File: src/rtl/invaders_pkg.sv
// invaders_pkg: geometry, sprite art, FSM states and colours shared
// by the invader formation and the later player/bunker renderers.
package invaders_pkg;

  localparam int CELL_SHIFT  = 6;
  localparam int SCALE_SHIFT = 2;
  localparam int CELL_PX     = 1 << CELL_SHIFT;

  // Indexed [row][col]; col 0 is the leftmost sprite pixel.
  localparam logic [0:7][0:7] ANIM0 = {
    8'b10000001,
    8'b01011010,
    8'b11111111,
    8'b11011011,
    8'b11111111,
    8'b00100100,
    8'b01011010,
    8'b10100101
  };

  localparam logic [0:7][0:7] ANIM1 = {
    8'b10100101,
    8'b10011001,
    8'b11111111,
    8'b11011011,
    8'b11111111,
    8'b00100100,
    8'b01000010,
    8'b00100100
  };

  typedef enum logic {
    MARCH = 1'b0,
    HALT  = 1'b1
  } state_e;

  localparam logic [23:0] COL_WHITE = 24'hFF_FF_FF;
  localparam logic [23:0] COL_BLACK = 24'h00_00_00;

endpackage

File: src/rtl/invader_sprite_rom.sv
// invader_sprite_rom: combinational 8x8 sprite lookup.
// anim_i picks the frame, row_i/col_i pick the pixel, bit_o = lit.
module invader_sprite_rom
  import invaders_pkg::*;
(
  input  logic       anim_i,
  input  logic [2:0] row_i,
  input  logic [2:0] col_i,
  output logic       bit_o
);

  always_comb begin
    if (anim_i) bit_o = ANIM1[row_i][col_i];
    else        bit_o = ANIM0[row_i][col_i];
  end

endmodule

File: src/rtl/invader_field.sv
// invader_field: renders the marching formation to 24-bit RGB,
// 2-cycle pixel latency. In: clock, resetn, X, Y, display, kill_*.
// Out: kill_ready, R/G/B, display_out, frame_end, landed, cleared.
module invader_field
  import invaders_pkg::*;
#(
  parameter int H_ACTIVE    = 1280,
  parameter int V_ACTIVE    = 1024,
  parameter int ROWS        = 5,
  parameter int COLS        = 11,
  parameter int STEP_FRAMES = 30,
  parameter int STEP_PX     = 8,
  parameter int DROP_PX     = 32,
  parameter int START_X     = 64,
  parameter int START_Y     = 64,
  parameter int LAND_Y      = 896
) (
  input  logic        clock,
  input  logic        resetn,
  input  logic [31:0] X,
  input  logic [31:0] Y,
  input  logic        display,
  input  logic        kill_valid,
  input  logic [2:0]  kill_row,
  input  logic [3:0]  kill_col,
  output logic        kill_ready,
  output logic [7:0]  R,
  output logic [7:0]  G,
  output logic [7:0]  B,
  output logic        display_out,
  output logic        frame_end,
  output logic        landed,
  output logic        cleared
);

  localparam logic [31:0] FORM_W = 32'(COLS * CELL_PX);
  localparam logic [31:0] FORM_H = 32'(ROWS * CELL_PX);
  localparam logic [31:0] STEP   = 32'(STEP_PX);
  localparam logic [31:0] DROP   = 32'(DROP_PX);
  localparam logic [31:0] HMAX   = 32'(H_ACTIVE);
  localparam logic [31:0] LAND   = 32'(LAND_Y);
  localparam logic [31:0] YLAST  = 32'(V_ACTIVE - 1);
  localparam logic [15:0] FLAST  = 16'(STEP_FRAMES - 1);

  // Lanes outside ROWS x COLS stay zero forever, so kills aimed
  // there clear an already-clear bit and fall through harmlessly.
  function automatic logic [7:0][15:0] alive_init();
    logic [7:0][15:0] m;
    m = '0;
    for (int r = 0; r < ROWS; r++)
      for (int c = 0; c < COLS; c++)
        m[r][c] = 1'b1;
    return m;
  endfunction

  localparam logic [7:0][15:0] ALIVE_INIT = alive_init();

  state_e           state_q, state_d;
  logic [31:0]      org_x_q, org_x_d;
  logic [31:0]      org_y_q, org_y_d;
  logic             left_q, left_d;
  logic             anim_q, anim_d;
  logic [15:0]      fcnt_q, fcnt_d;
  logic [7:0][15:0] alive_q, alive_d;
  logic             landed_q, landed_d;
  logic             cleared_q, cleared_d;
  logic             rdy_q;
  logic             drop;
  logic             disp_prev_q;
  logic             frame_end_q;
  logic [31:0]      rel_x, rel_y;
  logic [7:0]       rx_q;
  logic [6:0]       ry_q;
  logic             in1_q, disp1_q, disp2_q;
  logic             spr_bit, lit;
  logic [23:0]      rgb_q;

  assign kill_ready = rdy_q && (state_q == MARCH);

  always_comb begin
    state_d   = state_q;
    org_x_d   = org_x_q;
    org_y_d   = org_y_q;
    left_d    = left_q;
    anim_d    = anim_q;
    fcnt_d    = fcnt_q;
    alive_d   = alive_q;
    landed_d  = landed_q;
    cleared_d = cleared_q;
    drop      = 1'b0;
    if (kill_valid && kill_ready)
      alive_d[kill_row][kill_col] = 1'b0;
    unique case (state_q)
      MARCH: begin
        if (frame_end_q) begin
          if (fcnt_q == FLAST) begin
            fcnt_d = '0;
            anim_d = ~anim_q;
            if (left_q) drop = org_x_q < STEP;
            else        drop = org_x_q + FORM_W + STEP > HMAX;
            if (drop) begin
              org_y_d = org_y_q + DROP;
              left_d  = ~left_q;
              if (org_y_d + FORM_H >= LAND) begin
                state_d  = HALT;
                landed_d = 1'b1;
              end
            end else if (left_q) begin
              org_x_d = org_x_q - STEP;
            end else begin
              org_x_d = org_x_q + STEP;
            end
          end else begin
            fcnt_d = fcnt_q + 16'd1;
          end
        end
        // Looking at the next bitmap makes cleared land one
        // cycle after the final kill.
        if (alive_d == '0) begin
          state_d   = HALT;
          cleared_d = 1'b1;
        end
      end
      HALT: begin
      end
    endcase
  end

  assign rel_x = X - org_x_q;
  assign rel_y = Y - org_y_q;

  invader_sprite_rom u_rom (
    .anim_i (anim_q),
    .row_i  (ry_q[2:0]),
    .col_i  (rx_q[2:0]),
    .bit_o  (spr_bit)
  );

  // rx_q = rel_x[9:2]: [7:4] cell col, [3] right half, [2:0] sprite col.
  assign lit = disp1_q && in1_q && !rx_q[3] && !ry_q[3]
            && spr_bit && alive_q[ry_q[6:4]][rx_q[7:4]];

  always_ff @(posedge clock or negedge resetn) begin
    if (!resetn) begin
      state_q     <= MARCH;
      org_x_q     <= 32'(START_X);
      org_y_q     <= 32'(START_Y);
      left_q      <= 1'b0;
      anim_q      <= 1'b0;
      fcnt_q      <= '0;
      alive_q     <= ALIVE_INIT;
      landed_q    <= 1'b0;
      cleared_q   <= 1'b0;
      rdy_q       <= 1'b0;
      disp_prev_q <= 1'b0;
      frame_end_q <= 1'b0;
      rx_q        <= '0;
      ry_q        <= '0;
      in1_q       <= 1'b0;
      disp1_q     <= 1'b0;
      disp2_q     <= 1'b0;
      rgb_q       <= COL_BLACK;
    end else begin
      state_q     <= state_d;
      org_x_q     <= org_x_d;
      org_y_q     <= org_y_d;
      left_q      <= left_d;
      anim_q      <= anim_d;
      fcnt_q      <= fcnt_d;
      alive_q     <= alive_d;
      landed_q    <= landed_d;
      cleared_q   <= cleared_d;
      rdy_q       <= 1'b1;
      disp_prev_q <= display;
      frame_end_q <= disp_prev_q && !display && (Y == YLAST);
      rx_q        <= rel_x[CELL_SHIFT+3:SCALE_SHIFT];
      ry_q        <= rel_y[CELL_SHIFT+2:SCALE_SHIFT];
      in1_q       <= (rel_x < FORM_W) && (rel_y < FORM_H);
      disp1_q     <= display;
      disp2_q     <= disp1_q;
      rgb_q       <= lit ? COL_WHITE : COL_BLACK;
    end
  end

  assign R           = rgb_q[23:16];
  assign G           = rgb_q[15:8];
  assign B           = rgb_q[7:0];
  assign display_out = disp2_q;
  assign frame_end   = frame_end_q;
  assign landed      = landed_q;
  assign cleared     = cleared_q;

endmodule

File: config.mk
export PLATFORM = sky130hd
export DESIGN_NAME = invader_field
export DESIGN_NICKNAME = d
export VERILOG_FILES = /design/src/rtl/invaders_pkg.sv /design/src/rtl/invader_sprite_rom.sv /design/src/rtl/invader_field.sv
export SDC_FILE = /design/constraint.sdc
export NUM_CORES = 1
export LEC_CHECK = 0
export ABC_AREA = 1
export CORE_MARGIN = 10
export CORE_UTILIZATION = 46
export DETAILED_ROUTE_END_ITERATION = 16
export PLACE_DENSITY_LB_ADDON = 0.2
export SYNTH_ARGS = -nofsm -noshare
export SYNTH_HDL_FRONTEND = slang
export SYNTH_SLANG_ARGS = --single-unit
File: constraint.sdc
create_clock -name clock -period 4.63 [get_ports clock]
set_clock_uncertainty 0.1 [all_clocks]
set_input_delay 0.926 -clock clock [delete_from_list [all_inputs] [get_ports clock]]
set_output_delay 0.926 -clock clock [all_outputs]
set_load 0.05 [all_outputs]
==> out/qor.yml <==
cts:
  cts_buffers: 28
  postCtsSetupBuffers: 0
  cts-root-buf: "clkbuf_16"
  clk_pin_slew_ns: 0.06
  clk_latency_ns: 0.58
  postCtsResizedCells: 0
  clock-sinks: 226
  cts_max_level: 1
  clockBufferDepth: 3
  tritoncts: "built"
  ctsHoldBuffers: 0
sta:
  setup_ws_ns: 1.130
  max_freq_mhz: 285.7
  maxSlewViolCount: 0
  finalCriticalPeriod_ns: 3.500
  worst_slew_pin_slew_ns: 0.9863
  hold_viol: 0
  rsz0062_at_grt: "no"
  tns_ns: 0
  post-route-period-util: 0.7559
  finalSetupViolCount: 0
  relSlewSlack: 0.3425
yosys:
  seq_area_frac_synth: 0.3225
  muxShareOfSynthArea: 0.0005636
  netlist.top_cell.by_area: "dfrtp_1"
  yosys.area_share.simple: 0.3372
  syn_area_sq_um: 17760
  synth_xor_area_frac: 0.03396
  synth_top_area_frac: 0.2381
  synth_adder_area_share: 0.04734
  ys.flop_type: "dfrtp_1"
  synth-compound-area-share: 0.1432
  yosysWarnings: 0
  async_flop_share: 1.000
  ys_ff_latch: 226
  syn_area_per_cell_sq_um: 6.714
  synth_top_family_by_area: "simple AND/OR/NAND/NOR gates"
  synth_edf_count: 0
  synth.distinct_cells: 61
  syn_inst: 2645
  syn-num-nets: 2786
  synthTopCellsByArea: "dfrtp_1 24%, nand2_1 13%, dfstp_2 8.4%"
detailed_routing:
  drt_iter0_markers: 1529
  vias: 17570
  vias_per_cell: 5.417
  drt_wl_total_mm: 54.71
  ant_nets: 0
  drt-wirelength-per-cell_microns: 16.86
  dr.pass1.iters: 6
  remaining_drc_errors: 0
worst_setup_path:
  worstSetupPathType: "flip-flop to flip-flop"
  cp-startpoint: "org_y_q[5]"
  cp.arrival_ns: 3.86
  worstReg2RegStart: "org_y_q[5]"
  cp_cell_sequence: "ha_1, inv_1, nand2_1, nand2_1, inv_1, ha_1, inv_1, nand3_1, nand3_1, nor2_1, nand4_1, nor2_2, nand3_1, nand2_1, nand2_1, inv_2, nand2_1, nor2_1, nand3_1, nand2_1, nand2_1"
  end_kind: "flip-flop"
  crit_required_ns: 4.99
  regToRegSetupSlack_ns: 1.13
  slowest_delay_ns: 0.59
  cp_max_fo: 10
  worst_path_most_repeated_cell: "nand2_1"
  r2r-end: "state_q"
  critPathLaunchType: "flip-flop"
  crit_path_top_delay_cell: "dfrtp_1"
  r2r_cells: 21
pwr:
  fin_total_pwr_uw: 4783
  power.leakage_uw: 0.01001
  ir_worst_vdd_mv: 0.3190
  power_density_nw_per_um2: 238.7
die:
  die_h_microns: 216.5
  initial_core_util: 0.4693
  row_count: 71
  dieArea_sq_um: 46870
  core-area_sq_um: 37840
  die_w_microns: 216.5
  boundaryPins: 104
cells_and_area:
  drive_above_1_share: 0.08379
  synthToLayoutAreaGrowth_pct: 12.82
  fill_cells: 3842
  antenna-diode-count: 0
  layout.nets: 2852
placed_design:
  hpwl_mm: 42.75
  dp_slack_ns: 0.6389
  portBuffers: 101
  gp_congestion: 0.9444
worst_hold_path:
  min_path_type: "input port to async pin"
global_route:
  antenna_found_initial: 0
  overflow: 0
  grt_usage: 0.2266
  grt_max_degree: 125
  grt_pass1_wl_mm: 87.84
  grt_pass1_vias: 16900
outcome:
  status: "finished, final reports clean"
flow_run:
  max_cap_violations: 0
## state kept, by name, indices dropped and copies added (netlist names), 7 cells and up
register  flops
alive_q     128
fcnt_q       16
org_x_q      29
org_y_q      27
rx_q          8
ry_q          7
## final cells by class
type / count / area (sq um) / share of cell area
clock buffers: 43 / 797.0 / 0.03978
well taps: 511 / 639.4 / 0.03191
inverters: 423 / 1590 / 0.07937
multi-input cells: 1916 / 9991 / 0.4986
clock inverters: 9 / 137.6 / 0.006869
repair buffers: 116 / 1154 / 0.05757
flip-flops and latches: 226 / 5728 / 0.2859
## power breakdown
part | internal (uW) | total [uW] | switching [uW] | leakage (uW)
sequential | 1990 | 2000 | 15.7 | 0.00279
combinational | 202 | 550 | 348 | 0.00677
clock | 1310 | 2230 | 921 | 0.000448
## kinds of logic (layout without fill, tap and decap cells)
| logic type | count (synthesis) | in the layout |
|---|---|---|
| compound gates | 467 | 467 |
| xor+xnor | 68 | 68 |
| fa+ha+maj | 66 | 66 |
| buf+inv | 503 | 591 |
| flops | 226 | 226 |
| mux | 1 | 1 |
| other cells | 1 | 1 |
| simple gates | 1313 | 1313 |
## synth_stat cells (12+ instances only)
master	count
nor2_1	246
nand3_1	166
a21oi_1	146
nand2_2	31
xor2_1	57
nand4_1	74
nand2_1	637
nor3_1	37
inv_2	20
clkbuf_1	35
o22ai_1	14
ha_1	64
inv_1	399
nor4_1	46
o21ai_1	17
nand3b_1	12
dfrtp_1	169
dfstp_2	57
nor2_4	12
o21ai_0	228
buf_4	28
## how the worst max path moves through the flow
stage | endpoint | slack (ns) | cells past startpoint
floorplan | in1_q | 1.78 | 18
global placement | in1_q | 0.63 | 17
detailed placement | in1_q | 0.64 | 19
CTS | state_q | 1.20 | 21
global route | state_q | 0.83 | 21
finish | state_q | 1.13 | 21
## worst max-delay path: cells and delay by family (launching register included)
kind                       cells  cell delay (ns)
DFF                            1             0.59
adders and majority gates      2             0.47
and+or+nand+nor               15             2.01
buffers and inverters          4             0.21
## routing by layer
layer	track usage	wire length [microns]	up-vias
met5	0	0	-
met4	0.07411	1746	0
met3	0.03440	3479	90
met2	0.3691	24810	545
met1	0.3020	24670	8231
li1	-	-	8706
## layout by cell type, fill, tap and decap left out, drive strengths merged, types with 57 or more instances in the layout
cell	count
a21oi	146
clkdlybuf4s50	100
dfrtp	169
dfstp	57
ha	64
inv	422
nand2	674
nand3	172
nand4	74
nor2	269
o21ai	255
xor2	58
## per-stage QoR
| step | util | hold WS [ns] | instance area, sq um | std cells |
|---|---|---|---|---|
| finish | 0.5295 | 0.3240 | 20040 | 3244 |
| detailed placement | 0.5048 | 0.3604 | 19100 | 3192 |
| CTS | 0.5295 | 0.3695 | 20040 | 3244 |
| global route | 0.5295 | 0.3930 | 20040 | 3244 |
| floorplan | - | 0.2747 | 17760 | 2645 |
| global placement | 0.5048 | 0.3510 | 19100 | 3192 |
(Power assumes the default switching activity.)
